## config.mk

```make
export PLATFORM = sky130hd
export DESIGN_NAME = mem_access_ctrl
export DESIGN_NICKNAME = d
export VERILOG_FILES = /design/src/rtl/mem_access_ctrl.sv
export SDC_FILE = /design/constraint.sdc
export NUM_CORES = 1
export LEC_CHECK = 0
export BUFFER_PORTS_ARGS = -buffer_cell sky130_fd_sc_hd__buf_4
export CORE_UTILIZATION = 50
export CTS_CLUSTER_SIZE = 30
export DETAILED_ROUTE_END_ITERATION = 8
export GPL_TIMING_DRIVEN = 0
export PLACE_DENSITY = 0.81
export SYNTH_ARGS = -nofsm -noshare
export SYNTH_HDL_FRONTEND = slang
export SYNTH_SLANG_ARGS = --single-unit
```

## constraint.sdc

```tcl
create_clock -name clk -period 2.61 [get_ports clk]
set_clock_uncertainty 0.05 [all_clocks]
set_input_delay 0.261 -clock clk [delete_from_list [all_inputs] [get_ports clk]]
set_output_delay 0.261 -clock clk [all_outputs]
set_load 0.02 [all_outputs]
```

## src/rtl/mem_access_ctrl.sv

```systemverilog
// mem_access_ctrl: single-outstanding load/store unit between a CPU pipeline and a
// word-wide memory bus.
//
// A request is latched in IDLE. Aligned requests run one bus transaction (BUS) and
// finish with a one-cycle done pulse (RESP). Misaligned or invalid requests skip the
// bus and pulse exc_adel/exc_ades. A BUS phase lasting TIMEOUT_CYC cycles without
// bus_ack ends with exc_bus.
//
// Ports:
//   clk, rst_n            clock, asynchronous active-low reset
//   req_valid/we/size/    pipeline request (size 01=byte, 10=half, 11=word)
//   req_sext/addr/wdata
//   stall                 holds the pipeline while a request is being accepted or on the bus
//   done, rdata           completion pulse and extended load data (rdata held otherwise)
//   exc_adel/ades/bus     one-cycle exception pulses
//   bus_req/we/addr/be/   memory request, all zero outside BUS
//   bus_wdata
//   bus_ack, bus_rdata    memory completion and read word (same cycle)
module mem_access_ctrl #(
    parameter int unsigned TIMEOUT_CYC = 255
) (
    input  logic        clk,
    input  logic        rst_n,
    input  logic        req_valid,
    input  logic        req_we,
    input  logic [1:0]  req_size,
    input  logic        req_sext,
    input  logic [31:0] req_addr,
    input  logic [31:0] req_wdata,
    output logic        stall,
    output logic        done,
    output logic [31:0] rdata,
    output logic        exc_adel,
    output logic        exc_ades,
    output logic        exc_bus,
    output logic        bus_req,
    output logic        bus_we,
    output logic [31:0] bus_addr,
    output logic [3:0]  bus_be,
    output logic [31:0] bus_wdata,
    input  logic        bus_ack,
    input  logic [31:0] bus_rdata
);

    typedef enum logic [1:0] {
        StIdle = 2'd0,
        StBus  = 2'd1,
        StResp = 2'd2
    } state_e;

    // What RESP reports; exactly one pulse output is decoded from it.
    typedef enum logic [1:0] {
        RespDone = 2'd0,
        RespAdel = 2'd1,
        RespAdes = 2'd2,
        RespBus  = 2'd3
    } resp_e;

    localparam logic [1:0] SizeByte = 2'b01;
    localparam logic [1:0] SizeHalf = 2'b10;
    localparam logic [1:0] SizeWord = 2'b11;

    localparam logic [7:0] TimeoutLim = 8'(TIMEOUT_CYC);

    state_e      state_q, state_d;
    resp_e       resp_q, resp_d;
    logic        we_q, we_d;
    logic [1:0]  size_q, size_d;
    logic        sext_q, sext_d;
    logic [31:0] addr_q, addr_d;
    logic [31:0] wdata_q, wdata_d;
    logic [7:0]  cnt_q, cnt_d;
    logic [31:0] rdata_q, rdata_d;

    logic        misaligned;
    logic [7:0]  cnt_inc;
    logic [7:0]  byte_lane;
    logic [15:0] half_lane;
    logic [31:0] load_data;
    logic [3:0]  be_dec;
    logic [31:0] wdata_rep;
    logic        in_bus;
    logic        in_resp;

    // Alignment check on the incoming (not yet latched) request.
    always_comb begin
        misaligned = (req_size == 2'b00)
                  || (req_size == SizeHalf && req_addr[0])
                  || (req_size == SizeWord && req_addr[1:0] != 2'b00);
    end

    // Load lane extraction and extension from the latched request.
    always_comb begin
        byte_lane = bus_rdata[7:0];
        unique case (addr_q[1:0])
            2'd0: byte_lane = bus_rdata[7:0];
            2'd1: byte_lane = bus_rdata[15:8];
            2'd2: byte_lane = bus_rdata[23:16];
            2'd3: byte_lane = bus_rdata[31:24];
            default: byte_lane = bus_rdata[7:0];
        endcase
        half_lane = addr_q[1] ? bus_rdata[31:16] : bus_rdata[15:0];

        load_data = bus_rdata;
        if (size_q == SizeByte) begin
            load_data = {{24{sext_q & byte_lane[7]}}, byte_lane};
        end else if (size_q == SizeHalf) begin
            load_data = {{16{sext_q & half_lane[15]}}, half_lane};
        end
    end

    // Byte-lane enables and lane-replicated store data.
    always_comb begin
        be_dec    = 4'b0000;
        wdata_rep = wdata_q;
        unique case (size_q)
            SizeByte: begin
                be_dec    = 4'b0001 << addr_q[1:0];
                wdata_rep = {4{wdata_q[7:0]}};
            end
            SizeHalf: begin
                be_dec    = addr_q[1] ? 4'b1100 : 4'b0011;
                wdata_rep = {2{wdata_q[15:0]}};
            end
            SizeWord: begin
                be_dec    = 4'b1111;
                wdata_rep = wdata_q;
            end
            default: begin
                be_dec    = 4'b0000;
                wdata_rep = wdata_q;
            end
        endcase
    end

    // Next-state logic.
    always_comb begin
        state_d = state_q;
        resp_d  = resp_q;
        we_d    = we_q;
        size_d  = size_q;
        sext_d  = sext_q;
        addr_d  = addr_q;
        wdata_d = wdata_q;
        cnt_d   = cnt_q;
        rdata_d = rdata_q;
        cnt_inc = cnt_q + 8'd1;

        unique case (state_q)
            StIdle: begin
                if (req_valid) begin
                    we_d    = req_we;
                    size_d  = req_size;
                    sext_d  = req_sext;
                    addr_d  = req_addr;
                    wdata_d = req_wdata;
                    if (misaligned) begin
                        state_d = StResp;
                        resp_d  = req_we ? RespAdes : RespAdel;
                    end else begin
                        state_d = StBus;
                        cnt_d   = 8'd0;
                    end
                end
            end
            StBus: begin
                // Ack wins over a timeout in the same cycle.
                if (bus_ack) begin
                    state_d = StResp;
                    resp_d  = RespDone;
                    rdata_d = we_q ? 32'd0 : load_data;
                end else begin
                    cnt_d = cnt_inc;
                    if (cnt_inc == TimeoutLim) begin
                        state_d = StResp;
                        resp_d  = RespBus;
                    end
                end
            end
            StResp: begin
                // req_valid is deliberately ignored here.
                state_d = StIdle;
            end
            default: begin
                state_d = StIdle;
            end
        endcase
    end

    always_ff @(posedge clk or negedge rst_n) begin
        if (!rst_n) begin
            state_q <= StIdle;
            resp_q  <= RespDone;
            we_q    <= 1'b0;
            size_q  <= 2'b00;
            sext_q  <= 1'b0;
            addr_q  <= 32'd0;
            wdata_q <= 32'd0;
            cnt_q   <= 8'd0;
            rdata_q <= 32'd0;
        end else begin
            state_q <= state_d;
            resp_q  <= resp_d;
            we_q    <= we_d;
            size_q  <= size_d;
            sext_q  <= sext_d;
            addr_q  <= addr_d;
            wdata_q <= wdata_d;
            cnt_q   <= cnt_d;
            rdata_q <= rdata_d;
        end
    end

    // Outputs. stall is gated by rst_n so a held req_valid cannot stall during reset.
    always_comb begin
        in_bus    = (state_q == StBus);
        in_resp   = (state_q == StResp);

        stall     = rst_n && (((state_q == StIdle) && req_valid) || in_bus);

        bus_req   = in_bus;
        bus_we    = in_bus & we_q;
        bus_addr  = in_bus ? {addr_q[31:2], 2'b00} : 32'd0;
        bus_be    = in_bus ? be_dec : 4'b0000;
        bus_wdata = in_bus ? wdata_rep : 32'd0;

        done      = in_resp && (resp_q == RespDone);
        exc_adel  = in_resp && (resp_q == RespAdel);
        exc_ades  = in_resp && (resp_q == RespAdes);
        exc_bus   = in_resp && (resp_q == RespBus);

        rdata     = rdata_q;
    end

endmodule

```

==> impl_metrics.csv, run 1 <==
group,metric,value,unit
cells_and_area,antenna_cells,0,
die,io_pins,211,
die,die_y,111,um
sta,final_hold_viol_count,0,
worst_setup_path,cp_data_required_time,2.30,ns
worst_setup_path,crit_type,"flop to primary output",
die,die_area,0.0123,sq mm
cells_and_area,drive_gt1_frac,0.417,
sta,clock.fmax,0.396,GHz
detailed_routing,routed_via_density,5.69,
worst_setup_path,crit_chain,"buf_4, ha_4, clkbuf_4, clkbuf_4, nand2b_2, a22oi_1, nor2_1, buf_4",
logic_synthesis,synthCells,603,
sta,tns,0,ns
hold_path,holdPathStages,3,
cells_and_area,area_delta_synth_final,36.2,%
worst_setup_path,cpPeakStageDelay,0.39,ns
worst_setup_path,r2r_end,"rdata[27]",
logic_synthesis,synth_top_area_cell,"dfrtp_1",
flow_run,drv_cap,0,
detailed_routing,wirelength,17500,um
global_routing,busiest_layer,"met2",
global_routing,grt_pass1_vias,5545,
cells_and_area,final_util,0.704,
logic_synthesis,syn_area_per_cell,9.83,sq um
cts,clk_path_buf_depth,2,
hold_path,hold_path_startpoint,"req_sext",
global_routing,gr-usage-all-layers,0.290,
placed_design,preCtsSetupSlack,-0.148,ns
logic_synthesis,synth.distinct_cells,44,
hold_path,holdPathEnd,"sext_q",
worst_setup_path,crit_fanout,10,
detailed_routing,drc,0,
worst_setup_path,rr_startpoint,"size_q[1]",
detailed_routing,initialDrtViolationCount,319,
sta,tightest_slew,0.602,ns
cts,cts_tree,"yes",
worst_setup_path,reg2reg_depth,9,
power,ir_drop,0.000610,V
die,initial_core_util,0.517,
global_routing,overflow,0,
logic_synthesis,yosysTopAreaCellShare,0.473,
sta,relSlewSlack,0.597,
worst_setup_path,cp_data_arrival_time,2.21,ns
cts,cts_root_buffer,"clkbuf_16",
die,rows,39,
hold_path,min_path_type,"input pin to flop",
worst_setup_path,start_kind,"flop",
cts,cts_max_level,3,
sta,fin_crit_sh,0.968,
logic_synthesis,synth_edf_count,0,
cells_and_area,final_nets,933,
sta,setup-violations-final,0,
logic_synthesis,yosys_register_bits,112,
detailed_routing,firstDrtPassIters,5,
worst_setup_path,crit_slowest_cell,"dfrtp_1",
logic_synthesis,ys_seq_area_frac,0.473,
global_routing,antenna_found_initial,0,
worst_setup_path,critPathCaptureType,"primary output",
global_routing,grt_use_met2,0.476,
placed_design,io_buffers,208,
cts,cts_made_buffers,9,
cts,clock-sinks,112,
detailed_routing,ant_nets,0,
global_routing,grt_use_met1,0.361,
cts,clk_pin_slew,0.07,ns
global_routing,grt_use_met3,0.0776,
sta,slew_violations,0,
power,pwr_density_cell,1010,mW/mm^2
outcome,status,"finished clean",
detailed_routing,vias,5522,
global_routing,grt_pass1_wl,28200,um
power,leakage,3.82,nW
sta,finalWorstSetupSlack,0.0844,ns
cts,clk_latency,0.35,ns
logic_synthesis,synth_area_leaders,"dfrtp_1 (47%), mux2_2 (12%), and2_1 (4.2%), a21oi_1 (3.8%), nand2_1 (3.5%)",
die,die_w,111,um
sta,fin_crit,2.53,ns
worst_setup_path,crit_buf_inv,4,
worst_setup_path,r2r_setup_slack,0.46,ns
worst_setup_path,path_delay_family,"buffers and inverters",
logic_synthesis,synth.most_common_cell,"dfrtp_1",
cells_and_area,layoutNonFillerInstCount,971,
detailed_routing,wl_per_cell,18.0,um
logic_synthesis,async_reset_ff_frac,1.00,
logic_synthesis,synth_common_cells,"dfrtp_1 (112), mux2_2 (65), nand2_1 (56), nor2_1 (55), a21oi_1 (45)",
logic_synthesis,ys.flop_type,"dfrtp_1",
placed_design,routabilityCongestion,0.860,
global_routing,grt_max_degree,114,
logic_synthesis,synth_area,0.00593,sq mm
placed_design,placed_cells,955,
logic_synthesis,yosysWarnings,0,
die,core,0.0115,sq mm
placed_design,place_hpwl,13100,um
-- layout by cell type, fill, tap and decap left out, types with 7 or more instances in the layout --
cell and instances:
nand2_1 56, and3_1 10, o21ai_2 11, buf_4 211, a22oi_1 15, nand2b_1 15, a211oi_1 10, clkbuf_1 19
nor2_1 54, and2_1 40, clkbuf_2 7, mux2i_1 8, a21oi_1 44, o21ai_0 30, inv_1 7, o41ai_1 7
clkbuf_16 9, dfrtp_1 112, mux2_2 65, nand3_1 20, buf_2 10
-- state kept, by name, indices dropped and copies added, names as in the netlist --
register	flops
addr_q	32
rdata	32
wdata_q	32
cnt_q	8
resp_q	2
size_q	2
state_q	2
sext_q	1
we_q	1
-- tightest hold or removal path, delay by kind of cell --
kind / cells / cell delay (ns)
buffers and inverters: 1 / 0.08
and+or+nand+nor: 1 / 0.03
AOI/OAI and AO/OA: 1 / 0.06
-- logic make-up (layout without fill, tap and decap cells) --
| kind of cell | after synthesis | after routing | synth area share |
|---|---|---|---|
| simple gates | 209 | 209 | 0.174 |
| compound gates | 144 | 144 | 0.160 |
| flops | 112 | 112 | 0.473 |
| mux | 73 | 73 | 0.137 |
| buf+inv | 56 | 280 | 0.0405 |
| fa+ha+maj | 6 | 6 | 0.0127 |
| xor+xnor | 2 | 2 | 0.00296 |
| other cells | 1 | 2 | 0.000633 |
-- layer usage --
| metal | vias to the layer above | part of all wire | wire length, um |
|---|---|---|---|
| met5 | - | 0 | 0 |
| met4 | 0 | 0.028 | 497 |
| met3 | 44 | 0.084 | 1480 |
| met2 | 274 | 0.48 | 8460 |
| met1 | 2661 | 0.40 | 7070 |
| li1 | 2543 | - | - |
-- through the flow --
stage               area [sq um]  power, mW  hold slack [ns]
finish                      8070       8.17           0.0687
global route                8070       8.64           0.0720
CTS                         8000       8.10           0.0607
detailed placement          7670       6.70            0.422
global placement            7670       6.55            0.414
floorplan                   5930       5.24          -0.0846
-- area by class of cell --
class	count	area [sq um]
fill	880	3400
inverter	8	30.0
clock buffer	9	225
sequential	112	2800
timing repair buffer	211	1610
tap	143	179
clock inverter	7	56.3
buffer	45	228
multi-input combinational	436	2940
-- repair_timing --
action	CTS	global route
hold buffers	0	1
setup buffers	0	1
setup endpoints to repair	24	25
hold endpoints to repair	0	23
gates cloned	0	0
gates resized for setup	18	16
pin swaps	1	3
-- worst max path at each step --
stage | cells after the start | start | end | slack (ns)
6_report | 8 | size_q[1] | bus_wdata[10] | 0.08
3_3_place_gp | 8 | size_q[0] | bus_wdata[30] | -0.07
2_1_floorplan | 7 | size_q[0] | bus_wdata[24] | 0.23
4_1_cts | 8 | size_q[1] | bus_be[0] | 0.004
5_1_grt | 7 | size_q[1] | bus_be[3] | -0.008
3_5_place_dp | 8 | size_q[0] | bus_wdata[24] | -0.15
-- report_power, final --
| group | switching [mW] | total (mW) | internal [mW] |
|---|---|---|---|
| combinational | 2.21 | 3.93 | 1.71 |
| clock | 0.668 | 1.33 | 0.659 |
| sequential | 0.499 | 2.92 | 2.42 |
No activity file was read; power rests on OpenSTA's default activity.
==> run 2: changes to the inputs <==
--- a/config.mk
+++ b/config.mk
@@ -6,7 +6,9 @@
 export NUM_CORES = 1
 export LEC_CHECK = 0
 export BUFFER_PORTS_ARGS = -buffer_cell sky130_fd_sc_hd__buf_4
-export CORE_UTILIZATION = 50
+export CELL_PAD_IN_SITES_DETAIL_PLACEMENT = 1
+export CELL_PAD_IN_SITES_GLOBAL_PLACEMENT = 1
+export CORE_UTILIZATION = 37
 export CTS_CLUSTER_SIZE = 30
 export DETAILED_ROUTE_END_ITERATION = 8
 export GPL_TIMING_DRIVEN = 0
==> impl_metrics.csv, run 2 (same netlist as run 1, synthesis figures left out) <==
group,metric,value,unit
die,die_area,0.0165,sq mm
worst_setup_path,crit_chain,"inv_1, ha_1, clkbuf_2, clkbuf_2, a21oi_1, o21a_1, buf_4",
sta,tns,0,ns
die,die_y,129,um
worst_setup_path,path_delay_family,"buffers and inverters",
cells_and_area,antenna_cells,0,
sta,tightest_slew,0.711,ns
worst_setup_path,crit_fanout,10,
sta,slew_violations,0,
worst_setup_path,cp.depth,7,
cells_and_area,area_delta_synth_final,38.0,%
cells_and_area,fillers,1772,
cts,clock-sinks,112,
worst_setup_path,crit_type,"flop to primary output",
die,core,0.0154,sq mm
power,pwr_density_cell,1030,mW/mm^2
worst_setup_path,crit_path_frequent_cell,"clkbuf_2",
cts,cts_made_buffers,9,
cells_and_area,design_area,0.00818,sq mm
global_routing,grt_pass1_wl,31900,um
detailed_routing,drc,0,
power,ir_drop,0.000432,V
placed_design,place_hpwl,15500,um
placed_design,place_area,0.00778,sq mm
global_routing,grt_max_degree,62,
cts,clk_pin_slew,0.07,ns
cts,clk_latency,0.36,ns
cts,postCtsSetupRepairBufs,0,
outcome,status,"finished clean",
hold_path,holdPathStages,3,
global_routing,gr-usage-all-layers,0.251,
detailed_routing,firstDrtPassIters,4,
cells_and_area,final_nets,931,
sta,setup-violations-final,0,
die,rows,45,
detailed_routing,wirelength,20000,um
worst_setup_path,cp_data_arrival_time,2.20,ns
power,leakage,3.84,nW
global_routing,antenna_found_initial,0,
sta,whs,0.0679,ns
global_routing,overflow,0,
detailed_routing,routed_via_density,5.30,
cells_and_area,multi_input_area,0.00294,sq mm
worst_setup_path,cpPeakStageDelay,0.39,ns
sta,final_hold_viol_count,0,
detailed_routing,initialDrtViolationCount,194,
worst_setup_path,crit_slowest_cell,"dfrtp_1",
cts,clk_path_buf_depth,2,
flow_run,drv_cap,0,
sta,rsz0062_at_grt,"false",
detailed_routing,vias,5495,
worst_setup_path,critPathCaptureType,"primary output",
die,die_w,129,um
cts,cts_tree,"yes",
cells_and_area,layout_commonest_cell,"buf_4",
detailed_routing,ant_nets,0,
die,initial_core_util,0.384,
hold_path,min_path_type,"input pin to flop",
worst_setup_path,crit_buf_inv,4,
cells_and_area,drive_gt1_frac,0.419,
sta,fin_crit_sh,0.963,
sta,clock.fmax,0.398,GHz
cts,cts_root_buffer,"clkbuf_16",
worst_setup_path,start_kind,"flop",
worst_setup_path,reg2reg_depth,6,
cells_and_area,seq_area,0.00280,sq mm
worst_setup_path,cp_data_required_time,2.30,ns
sta,fin_crit,2.51,ns
sta,relSlewSlack,0.526,
cts,cts_max_level,3,
detailed_routing,wl_per_cell,19.2,um
placed_design,routabilityCongestion,0.849,
die,io_pins,211,
cells_and_area,final_cell_mix,"buf_4 (211), dfrtp_1 (112), mux2_2 (65), nand2_1 (56), nor2_1 (55)",
global_routing,grt_pass1_vias,5908,
placed_design,io_buffers,208,
[run 2: changes by cell type in the layout (fill, tap and decap cells not counted), sizes merged]
cell / change
bufinv: +1
clkbuf: -1
clkinv: -2
clkinvlp: -2
inv: +2
[run 2: power by group]
part / internal, mW / leakage, nW / switching, mW
Clock: 0.786 / 0.151 / 0.694
Sequential: 2.42 / 1.37 / 0.524
Combinational: 1.71 / 2.32 / 2.29
[run 2: worst paths after layout]
path,from,endpoint,slack (ns)
hold / removal,req_sext,sext_q,0.07
setup reg to reg,state_q[1],resp_q[0],0.37
min in group asynchronous,rst_n,cnt_q[7],0.45
hold reg to reg,rdata[23],rdata[23],0.44
setup / recovery,size_q[0],bus_wdata[15],0.1
max in group asynchronous,rst_n,wdata_q[24],1.33
[run 2: routing by layer]
metal | track usage | routed length [um] | vias up
met1 | 0.312 | 8450 | 2752
met5 | 0 | 0 | -
met3 | 0.0486 | 1140 | 29
li1 | - | - | 2545
met2 | 0.434 | 9930 | 169
met4 | 0.0913 | 434 | 0
[run 2: area by class of cell]
| cell class | count | share of cell area |
|---|---|---|
| Multi-Input combinational cell | 436 | 0.360 |
| Sequential cell | 112 | 0.343 |
| Timing Repair Buffer | 210 | 0.195 |
| Tap cell | 211 | 0.0323 |
| Clock buffer | 10 | 0.0292 |
| Buffer | 44 | 0.0280 |
| Clock inverter | 6 | 0.00887 |
| Inverter | 8 | 0.00367 |
[run 2: tightest hold or removal path, delay by kind of cell]
kind,cells,cell delay [ns]
buffers and inverters,1,0.08
and+or+nand+nor,1,0.03
AOI/OAI and AO/OA,1,0.06
[run 2: stage by stage]
| step | power [mW] | cells | utilization | setup WS (ns) |
|---|---|---|---|---|
| 6_report | 8.42 | 1037 | 0.530 | 0.0974 |
| 5_1_grt | 8.93 | 1037 | 0.530 | 0.00578 |
| 3_5_place_dp | 6.84 | 1024 | 0.504 | -0.173 |
| 3_3_place_gp | 6.62 | 1023 | 0.503 | -0.140 |
| 2_1_floorplan | 5.24 | 604 | - | 0.230 |
| 4_1_cts | 8.45 | 1038 | 0.530 | 0.00595 |
[run 2: what timing repair did]
action / in CTS / in global routing
resized for setup: 29 / 6
hold endpoints to repair: 51 / 0
pin swaps: 2 / 0
hold buffers: 1 / 0
endpoints found under the setup margin: 28 / 14
==> run 3: changes to the inputs <==
--- a/config.mk
+++ b/config.mk
@@ -11,7 +11,6 @@
 export CORE_UTILIZATION = 37
 export CTS_CLUSTER_SIZE = 30
 export DETAILED_ROUTE_END_ITERATION = 8
-export GPL_TIMING_DRIVEN = 0
 export PLACE_DENSITY = 0.81
 export SYNTH_ARGS = -nofsm -noshare
 export SYNTH_HDL_FRONTEND = slang
==> impl_metrics.csv, run 3 (same netlist as run 1, synthesis figures left out) <==
group,metric,value,unit
outcome,status,"finished clean",
cts,clk_pin_slew,0.08,ns
die,die_y,129,um
hold_path,min_path_type,"input pin to flop",
detailed_routing,initialDrtViolationCount,230,
die,rows,45,
global_routing,grt_pass1_vias,5637,
sta,rsz0062_at_grt,"false",
sta,tightest_slew,0.749,ns
worst_setup_path,r2r_setup_slack,0.31,ns
cells_and_area,area_delta_synth_final,35.0,%
flow_run,drv_cap,0,
sta,clock.fmax,0.403,GHz
sta,fin_crit_sh,0.950,
sta,fin_crit,2.48,ns
cts,clock-sinks,112,
worst_setup_path,rr_startpoint,"size_q[1]",
sta,final_hold_viol_count,0,
detailed_routing,wirelength,19500,um
detailed_routing,ant_nets,0,
worst_setup_path,crit_slowest_cell,"dfrtp_1",
cells_and_area,design_area,0.00800,sq mm
worst_setup_path,r2r_end,"rdata[16]",
cells_and_area,drive_gt1_frac,0.408,
cts,cts_root_buffer,"clkbuf_16",
worst_setup_path,cp_data_required_time,2.30,ns
detailed_routing,wl_per_cell,19.4,um
worst_setup_path,crit_chain,"inv_1, ha_2, buf_12, or2_4, nand3_1, a21oi_1, buf_4",
global_routing,gr-usage-all-layers,0.238,
global_routing,grt_pass1_wl,30200,um
die,io_pins,211,
sta,relSlewSlack,0.499,
sta,setup-violations-final,0,
cts,clk_latency,0.35,ns
worst_setup_path,critPathCaptureType,"primary output",
cts,cts_made_buffers,9,
worst_setup_path,crit_buf_inv,3,
placed_design,place_hpwl,14300,um
die,initial_core_util,0.384,
worst_setup_path,cpPeakStageDelay,0.41,ns
hold_path,hold_path_startpoint,"req_sext",
cells_and_area,antenna_cells,0,
cells_and_area,final_nets,897,
detailed_routing,vias,5345,
global_routing,overflow,0,
cts,cts_max_level,3,
cells_and_area,layout_commonest_cell,"buf_4",
worst_setup_path,crit_type,"flop to primary output",
hold_path,holdPathEnd,"sext_q",
worst_setup_path,cp_data_arrival_time,2.17,ns
placed_design,routabilityCongestion,0.822,
global_routing,grt_max_degree,113,
die,die_w,129,um
power,ir_drop,0.000508,V
sta,slew_violations,0,
placed_design,io_buffers,208,
placed_design,place_area,0.00768,sq mm
die,core,0.0154,sq mm
hold_path,holdPathStages,3,
power,pwr_density_cell,1020,mW/mm^2
detailed_routing,routed_via_density,5.33,
worst_setup_path,start_kind,"flop",
cts,clk_path_buf_depth,2,
worst_setup_path,reg2reg_depth,8,
worst_setup_path,crit_start,"size_q[1]",
sta,whs,0.0772,ns
cells_and_area,final_cell_mix,"buf_4 (215), dfrtp_1 (112), mux2_2 (65), nand2_1 (56), nor2_1 (54)",
power,leakage,3.74,nW
detailed_routing,drc,0,
cts,cts_tree,"yes",
worst_setup_path,crit_fanout,36,
worst_setup_path,path_delay_family,"simple AND/OR/NAND/NOR gates",
detailed_routing,firstDrtPassIters,5,
sta,tns,0,ns
die,die_area,0.0165,sq mm
global_routing,antenna_found_initial,0,
-- run 3: worst max path at each step --
stage / endpoint / slack (ns) / cells past startpoint
3_3_place_gp: bus_wdata[22] / 0.41 / 6
2_1_floorplan: bus_wdata[24] / 0.23 / 7
3_5_place_dp: bus_wdata[17] / 0.27 / 6
4_1_cts: bus_be[0] / 0.01 / 6
6_report: bus_wdata[17] / 0.13 / 7
5_1_grt: bus_wdata[17] / 0.003 / 7
-- run 3: timing repair --
action | CTS | global route
endpoints found under the setup margin | 8 | 7
setup buffers | 0 | 0
hold endpoints to repair | 37 | 0
gates resized for setup | 1 | 5
hold buffers | 1 | 0
-- run 3: per-layer routing --
| metal | routed length (um) | global-route usage | part of all wire |
|---|---|---|---|
| met5 | 0 | 0 | 0 |
| met4 | 391 | 0.0761 | 0.020 |
| met3 | 1420 | 0.0665 | 0.073 |
| met2 | 9510 | 0.402 | 0.49 |
| met1 | 8140 | 0.294 | 0.42 |
-- run 3: final cells by class --
type	count	area [sq um]
multi-input cells	436	2910
flip-flops and latches	112	2800
fillers	1790	7430
repair buffers	220	1700
clock buffers	10	239
inverters	8	30.0
well taps	211	264
clock inverters	6	48.8
-- run 3: power by group --
group | internal, mW | switching [mW] | leakage (nW)
clock | 0.688 | 0.699 | 0.137
combinational | 1.69 | 2.09 | 2.23
sequential | 2.41 | 0.603 | 1.37
total | 4.79 | 3.40 | 3.74
-- run 3: stage by stage --
stage	cells	util	total power, mW	setup slack, ns
2_1_floorplan	604	-	5.24	0.230
3_3_place_gp	986	0.498	6.58	0.405
3_5_place_dp	986	0.498	6.82	0.267
4_1_cts	1003	0.518	8.23	0.0125
5_1_grt	1003	0.519	8.69	0.00320
6_report	1003	0.519	8.19	0.129
-- run 3: tightest hold or removal path, cell delays in order --
cell and delay, ns:
buf_4 0.08, nand2_1 0.04, o21ai_0 0.06
